[src/rtl/fetch_pkg.sv]
// Purpose : shared fetch-side definitions (nop word, opcode field, retire codes, FSM states).
// Latency : n/a (types and constants only).
// Backpressure: n/a. Also consumed by relayer and decode.
package fetch_pkg;

  localparam logic [15:0] NOP     = 16'h0;
  localparam int          OPC_MSB = 15;
  localparam int          OPC_LSB = 12;

  // Number of queued instructions the relayer consumed this cycle.
  typedef enum logic [1:0] {
    RET_0 = 2'd0,
    RET_1 = 2'd1,
    RET_2 = 2'd2
  } ret_e;

  typedef enum logic {
    S_RUN   = 1'b0,
    S_FLUSH = 1'b1
  } state_e;

  // Stall wins over single-issue; otherwise both presented words were taken.
  function automatic ret_e ret_decode(input logic stall, input logic single);
    ret_e r;
    if (stall) begin
      r = RET_0;
    end else if (single) begin
      r = RET_1;
    end else begin
      r = RET_2;
    end
    return r;
  endfunction

endpackage

[src/rtl/pair_fifo.sv]
// Purpose : 2-write / 2-read circular buffer of 16-bit instruction words.
// Latency : write visible on outputs the cycle after wr_en; reads are combinational.
// Backpressure: none internally; caller keeps count within DEPTH and rd_cnt <= count.
// Ports: clk/rst (sync, active-high), flush (empty the buffer), wr_en + wr_dat (pair in,
//        [15:0] first), rd_cnt (words retired), rd0_dat/rd1_dat (oldest two, NOP if absent),
//        count (occupancy).
module pair_fifo
  import fetch_pkg::*;
#(
  parameter int DEPTH = 8
) (
  input  logic                   clk,
  input  logic                   rst,
  input  logic                   flush,
  input  logic                   wr_en,
  input  logic [31:0]            wr_dat,
  input  logic [1:0]             rd_cnt,
  output logic [15:0]            rd0_dat,
  output logic [15:0]            rd1_dat,
  output logic [$clog2(DEPTH):0] count
);

  localparam int PW = $clog2(DEPTH);

  logic [15:0]   r_mem [DEPTH];
  logic [PW-1:0] r_head;
  logic [PW-1:0] r_tail;
  logic [PW:0]   r_count;
  logic [PW-1:0] w_head1;
  logic [PW-1:0] w_tail1;

  // Pointers are exactly PW bits wide, so +1/+2 wraps modulo DEPTH for free.
  assign w_head1 = r_head + PW'(1);
  assign w_tail1 = r_tail + PW'(1);

  always_ff @(posedge clk) begin
    if (rst || flush) begin
      r_head  <= '0;
      r_tail  <= '0;
      r_count <= '0;
    end else begin
      r_head <= r_head + PW'(rd_cnt);
      if (wr_en) begin
        r_tail <= r_tail + PW'(2);
      end
      r_count <= r_count - (PW+1)'(rd_cnt) + (wr_en ? (PW+1)'(2) : '0);
    end
  end

  // Storage is not reset: occupancy alone decides what is valid.
  always_ff @(posedge clk) begin
    if (wr_en) begin
      r_mem[r_tail]  <= wr_dat[15:0];
      r_mem[w_tail1] <= wr_dat[31:16];
    end
  end

  assign rd0_dat = (r_count != '0)          ? r_mem[r_head]  : NOP;
  assign rd1_dat = (r_count > (PW+1)'(1))   ? r_mem[w_head1] : NOP;
  assign count   = r_count;

endmodule

[src/rtl/fetch_pair_queue.sv]
// Purpose : fetches instruction pairs into a queue and presents the oldest two to the relayer.
// Latency : memory response enqueued at the edge after it arrives; outputs combinational from queue.
// Backpressure: requests throttled so queued + in-flight words never exceed DEPTH.
// Ports: clk/rst (sync, active-high); imem_req_o/imem_addr_o out, imem_valid_i/imem_rdata_i in
//        (response one cycle after request); instr1_o/instr2_o oldest two words; isstall /
//        issingleinstr retire feedback; redirect_i/redirect_pc_i branch redirect; count_o occupancy.
module fetch_pair_queue
  import fetch_pkg::*;
#(
  parameter int            DEPTH    = 8,
  parameter int            AW       = 16,
  parameter logic [AW-1:0] RESET_PC = '0
) (
  input  logic                   clk,
  input  logic                   rst,
  output logic                   imem_req_o,
  output logic [AW-1:0]          imem_addr_o,
  input  logic                   imem_valid_i,
  input  logic [31:0]            imem_rdata_i,
  output logic [15:0]            instr1_o,
  output logic [15:0]            instr2_o,
  input  logic                   isstall,
  input  logic                   issingleinstr,
  input  logic                   redirect_i,
  input  logic [AW-1:0]          redirect_pc_i,
  output logic [$clog2(DEPTH):0] count_o
);

  localparam int CW = $clog2(DEPTH) + 1;

  state_e        r_state;
  state_e        w_state_nxt;
  logic [AW-1:0] r_pc;
  logic          r_inflight;
  logic          w_req;
  logic          w_room;
  logic          w_wr_en;
  logic [CW-1:0] w_count;
  ret_e          w_ret_req;
  logic [1:0]    w_ret;
  logic [15:0]   w_rd0;
  logic [15:0]   w_rd1;

  // Reserve space for the pair already in flight plus the one about to be requested.
  assign w_room = (int'(w_count) + (r_inflight ? 4 : 2)) <= DEPTH;

  always_comb begin
    w_state_nxt = r_state;
    w_req       = 1'b0;
    case (r_state)
      S_RUN: begin
        w_req = w_room && !redirect_i && !rst;
        if (redirect_i) begin
          w_state_nxt = S_FLUSH;
        end
      end
      S_FLUSH: begin
        // A further redirect here restarts the flush with the newer target.
        w_state_nxt = redirect_i ? S_FLUSH : S_RUN;
      end
      default: w_state_nxt = S_RUN;
    endcase
  end

  always_ff @(posedge clk) begin
    if (rst) begin
      r_state    <= S_RUN;
      r_pc       <= RESET_PC;
      r_inflight <= 1'b0;
    end else begin
      r_state    <= w_state_nxt;
      // w_req is already low on redirect, which drops the pending response.
      r_inflight <= w_req;
      if (redirect_i) begin
        r_pc <= redirect_pc_i;
      end else if (w_req) begin
        r_pc <= r_pc + AW'(2);
      end
    end
  end

  // Only a response to a live request is kept; redirect and flush discard it.
  assign w_wr_en = imem_valid_i && r_inflight && (r_state == S_RUN) && !redirect_i && !rst;

  // Clamp the relayer's retire request to what is actually queued.
  assign w_ret_req = ret_decode(isstall, issingleinstr);
  assign w_ret     = (w_count < CW'(w_ret_req)) ? w_count[1:0] : w_ret_req;

  pair_fifo #(
    .DEPTH (DEPTH)
  ) u_pair_fifo (
    .clk     (clk),
    .rst     (rst),
    .flush   (redirect_i),
    .wr_en   (w_wr_en),
    .wr_dat  (imem_rdata_i),
    .rd_cnt  (w_ret),
    .rd0_dat (w_rd0),
    .rd1_dat (w_rd1),
    .count   (w_count)
  );

  assign imem_req_o  = w_req;
  assign imem_addr_o = r_pc;
  assign instr1_o    = (r_state == S_RUN) ? w_rd0 : NOP;
  assign instr2_o    = (r_state == S_RUN) ? w_rd1 : NOP;
  assign count_o     = w_count;

endmodule
[config.mk]
export PLATFORM = sky130hd
export DESIGN_NAME = fetch_pair_queue
export DESIGN_NICKNAME = d
export VERILOG_FILES = /design/src/rtl/fetch_pkg.sv /design/src/rtl/pair_fifo.sv /design/src/rtl/fetch_pair_queue.sv
export SDC_FILE = /design/constraint.sdc
export NUM_CORES = 1
export LEC_CHECK = 0
export ABC_AREA = 1
export ABC_CLOCK_PERIOD_IN_PS = 6340
export CAP_MARGIN = 10
export CORE_ASPECT_RATIO = 1.2
export CORE_MARGIN = 4
export CORE_UTILIZATION = 60
export CTS_CLUSTER_DIAMETER = 30
export DETAILED_ROUTE_END_ITERATION = 8
export PLACE_DENSITY_LB_ADDON = 0.2
export SYNTH_ARGS = -nofsm -noshare
export SYNTH_HDL_FRONTEND = slang
export SYNTH_SLANG_ARGS = --single-unit
[constraint.sdc]
create_clock -name clk -period 6.34 [get_ports clk]
set_input_delay 0.634 -clock clk [delete_from_list [all_inputs] [get_ports clk]]
set_output_delay 0.634 -clock clk [all_outputs]
set_load 0.02 [all_outputs]
==> run_results.csv <==
group,metric,value,unit
power_and_ir_drop,power.share.combinational,0.326,
synthesis,yosysTopAreaCell,"sky130_fd_sc_hd__edfxtp_1",
timing,final_worst_path_period_share,0.679,
floorplanning,floorplan.rows,45,
timing,finalHoldViolations,0,
synthesis,yosys.cell_types.count,34,
cells_and_area,area_growth_syn_to_layout,20.7,%
cells_and_area,fin_nets,1052,
timing,final_setup_slack_of_the_worst_path,2040,ps
placement,portBuffers,106,
cts,tritoncts_num_sinks,155,
placement,placedInstanceArea,0.00908,sq mm
timing,report.final.slew_viol_count,0,
worst_setup_path,slowest_delay,780,ps
cells_and_area,fin_util,0.751,
synthesis,netlist_instances,904,
cts,clockRootBuffer,"sky130_fd_sc_hd__clkbuf_16",
synthesis,synth_warnings,0,
worst_setup_path,crit_path_top_delay_cell,"sky130_fd_sc_hd__dfxtp_4",
cts,cts_resized,0,
synthesis,syn-cell-area,0.00799,sq mm
placement,post-place-ws,2560,ps
worst_setup_path,required_worst_endpoint,5710,ps
timing,clock.fmax,232,MHz
cells_and_area,post_route_cells_drive_above_1_share,0.0634,
placement,gp_congestion,0.841,
synthesis,sequential_share_of_the_synthesized_area,0.549,
worst_hold_path,holdCritPathClass,"reg2reg",
floorplanning,starting_density_of_the_core,0.623,
timing,timing_worst_slew_pin_value,1210,ps
global_route,grt_first_pass_wirelength,30500,microns
cts,htreeDepth,4,
cts,postCtsSetupBuffers,0,
worst_setup_path,critical_path.startpoint_type,"flip-flop",
cts,clk-insertion-delay-late,420,ps
cts,buffers_from_clock_root_to_sink_at_most,2,
worst_setup_path,worst-path-max-fanout,97,
power_and_ir_drop,power_switching_share,0.330,
placement,hpwlAfterDp,11500,microns
route,initialDrtViolationCount,951,
route,drc,0,
job,cap_violations,0,
power_and_ir_drop,cellLeakagePower,3.42,nW
floorplanning,core_area,0.0128,sq mm
timing,setup_tns,0,ps
synthesis,postSynthAreaPerCell,8.84,sq um
cts,cts-hold-fix-buffers,0,
synthesis,synth_area_leaders,"sky130_fd_sc_hd__edfxtp_1 (48%), sky130_fd_sc_hd__o21ai_0 (9.1%), sky130_fd_sc_hd__dfxtp_1 (6.8%)",
route,wire_per_inst,16.2,microns
synthesis,postSynthNetCount,975,
route,route.antenna.remaining_nets,0,
status,status,"complete, no violations",
worst_setup_path,criticalPathCategory,"reg2out",
synthesis,synth_edf_count,128,
global_route,grt_start_max_net_pins,98,
cells_and_area,fillers,931,
route,drt-pass1-iter-count,7,
timing,clock_skew,6.27,ps
power_and_ir_drop,cellPowerDensity,326,mW/mm^2
cts,clock_edge_transition_at_the_registers_on_the_reported_setup_and_hold_paths,60,ps
synthesis,flip_flop_and_latch_count_after_synthesis,155,
floorplanning,boundaryPins,107,
power_and_ir_drop,p_seq_frac,0.370,
floorplanning,die_x,113,microns
timing,setup-violations-final,0,
global_route,globalRouteTotalUtil,0.249,
global_route,antenna_found_initial,0,
timing,final_period_minus_worst_setup_slack,4300,ps
cts,cts_inserted_buffers,17,
global_route,vias_in_the_first_global_route,6495,
worst_setup_path,end_kind,"output pin",
timing,grt_setup_unrepaired,"no",
cts,cts_tree,"built",
worst_setup_path,crit_path_cell_trace,"clkinv_2 -> buf_4 -> o21ai_0 -> a21oi_1 -> nor3_1 -> clkdlybuf4s50_1",
floorplanning,die_area,0.0152,sq mm
cells_and_area,diode_insertion_count_for_antenna_repair,0,
power_and_ir_drop,internal_power,2.11,mW
synthesis,fraction_of_registers_with_async_set_or_reset_after_synthesis,0,
power_and_ir_drop,power.net_switching,1.04,mW
route,viasPerCell,5.85,
route,routed_wirelength,18700,microns
synthesis,ys.flop_type,"sky130_fd_sc_hd__edfxtp_1",
timing,timing.slew.headroom,0.191,
power_and_ir_drop,finalPower,3.15,mW
route,num_vias,6780,
power_and_ir_drop,pwr-share-clk,0.304,
global_route,gr-total-overflow,0,
cells_and_area,stdcell_area,0.00965,sq mm
floorplanning,die_h,134,microns
power_and_ir_drop,max-vdd-ir-drop,0.265,mV
synthesis,synth.top_cell.area_share,0.481,
worst_setup_path,worstPathArrival,3670,ps
## worst paths after layout
path	from	to	slack, ps	cells after the start
max	u_pair_fifo.r_head[0]	instr2_o[5]	2040	6
min	imem_addr_o[0]	imem_addr_o[0]	510	1
max reg2reg	u_pair_fifo.count[1]	u_pair_fifo.count[3]	3490	9
min reg2reg	imem_addr_o[0]	imem_addr_o[0]	510	1
## logic make-up after synthesis
logic type / count (synthesis) / synth area share
buffers and inverters: 126 / 0.0670
xor gates and xnor gates: 5 / 0.00548
muxes: 1 / 0.00125
AOI/OAI and AO/OA: 275 / 0.175
adders and majority gates: 17 / 0.0304
and+or+nand+nor: 325 / 0.173
DFF: 155 / 0.549
## worst max-delay path, delay by kind of cell, from the launching register on
kind                   cells  cell delay, ps
AO/OA/AOI/OAI              2             380
flip-flops                 1             780
buffers and inverters      3            1710
AND/OR/NAND/NOR            1             280
## power by group through the flow
stage	registers [mW]	logic, mW	clock network (mW)
after floorplan	1.19	0.610	0
after global placement	1.18	0.986	0
after detailed placement	1.18	1.01	0
after CTS	1.16	1.02	0.969
after global routing	1.17	1.12	1.01
final	1.16	1.03	0.957
## area by class of cell
cell class / count / area [sq um] / area share
sequential: 155 / 4390 / 0.455
multi-input combinational: 623 / 3110 / 0.323
timing repair buffer: 112 / 1110 / 0.115
clock buffer: 21 / 440 / 0.0457
inverter: 72 / 272 / 0.0281
tap: 164 / 205 / 0.0213
clock inverter: 11 / 121 / 0.0126
## cell usage in the layout (no fill, tap or decap), types with 16 or more instances in the layout
cell                              count
sky130_fd_sc_hd__o21ai_1             18
sky130_fd_sc_hd__clkbuf_16           17
sky130_fd_sc_hd__o21ai_0            145
sky130_fd_sc_hd__edfxtp_1           128
sky130_fd_sc_hd__nand2_1            125
sky130_fd_sc_hd__dfxtp_1             26
sky130_fd_sc_hd__nand3_1             46
sky130_fd_sc_hd__or2_2               17
sky130_fd_sc_hd__inv_1               69
sky130_fd_sc_hd__a21oi_1            104
sky130_fd_sc_hd__nor3_1              16
sky130_fd_sc_hd__clkdlybuf4s50_1    106
sky130_fd_sc_hd__nor2_1             108
## cell usage after synthesis, types with 2 or more instances
cell,number
sky130_fd_sc_hd__buf_1,5
sky130_fd_sc_hd__nand3_1,46
sky130_fd_sc_hd__ha_1,13
sky130_fd_sc_hd__edfxtp_1,128
sky130_fd_sc_hd__clkinv_1,2
sky130_fd_sc_hd__or2_2,17
sky130_fd_sc_hd__nor2_4,2
sky130_fd_sc_hd__buf_4,5
sky130_fd_sc_hd__o21ai_1,18
sky130_fd_sc_hd__nor3_1,16
sky130_fd_sc_hd__o21ai_0,145
sky130_fd_sc_hd__dfxtp_1,27
sky130_fd_sc_hd__buf_6,3
sky130_fd_sc_hd__a21oi_1,104
sky130_fd_sc_hd__clkbuf_1,24
sky130_fd_sc_hd__xor2_1,4
sky130_fd_sc_hd__buf_2,17
sky130_fd_sc_hd__inv_1,69
sky130_fd_sc_hd__nor2_1,112
sky130_fd_sc_hd__fa_1,4
sky130_fd_sc_hd__nand2_1,125
sky130_fd_sc_hd__o21a_1,3
sky130_fd_sc_hd__nand4_1,4
## registers in the layout (all words and copies together) (netlist names)
| signal | flops |
|---|---|
| u_pair_fifo.r_head | 3 |
| imem_addr_o | 16 |
| r_state | 1 |
| u_pair_fifo.count | 4 |
| u_pair_fifo.r_mem | 128 |
| r_inflight | 1 |
| u_pair_fifo.r_tail | 2 |
## per-stage QoR
stage               cells  hold WS, ps
finish               1158          515
global route         1158          524
CTS                  1158          512
detailed placement   1126          490
global placement     1126          493
floorplan             904          501
## per-layer routing
metal  track usage  up-vias  routed length [microns]
li1              -     3260                        -
met1         0.309     3144                     7570
met2         0.420      332                     9250
met3        0.0573       44                     1540
met4         0.100        0                      387
met5             0        -                        0
Power figures use the tool's default switching activity.
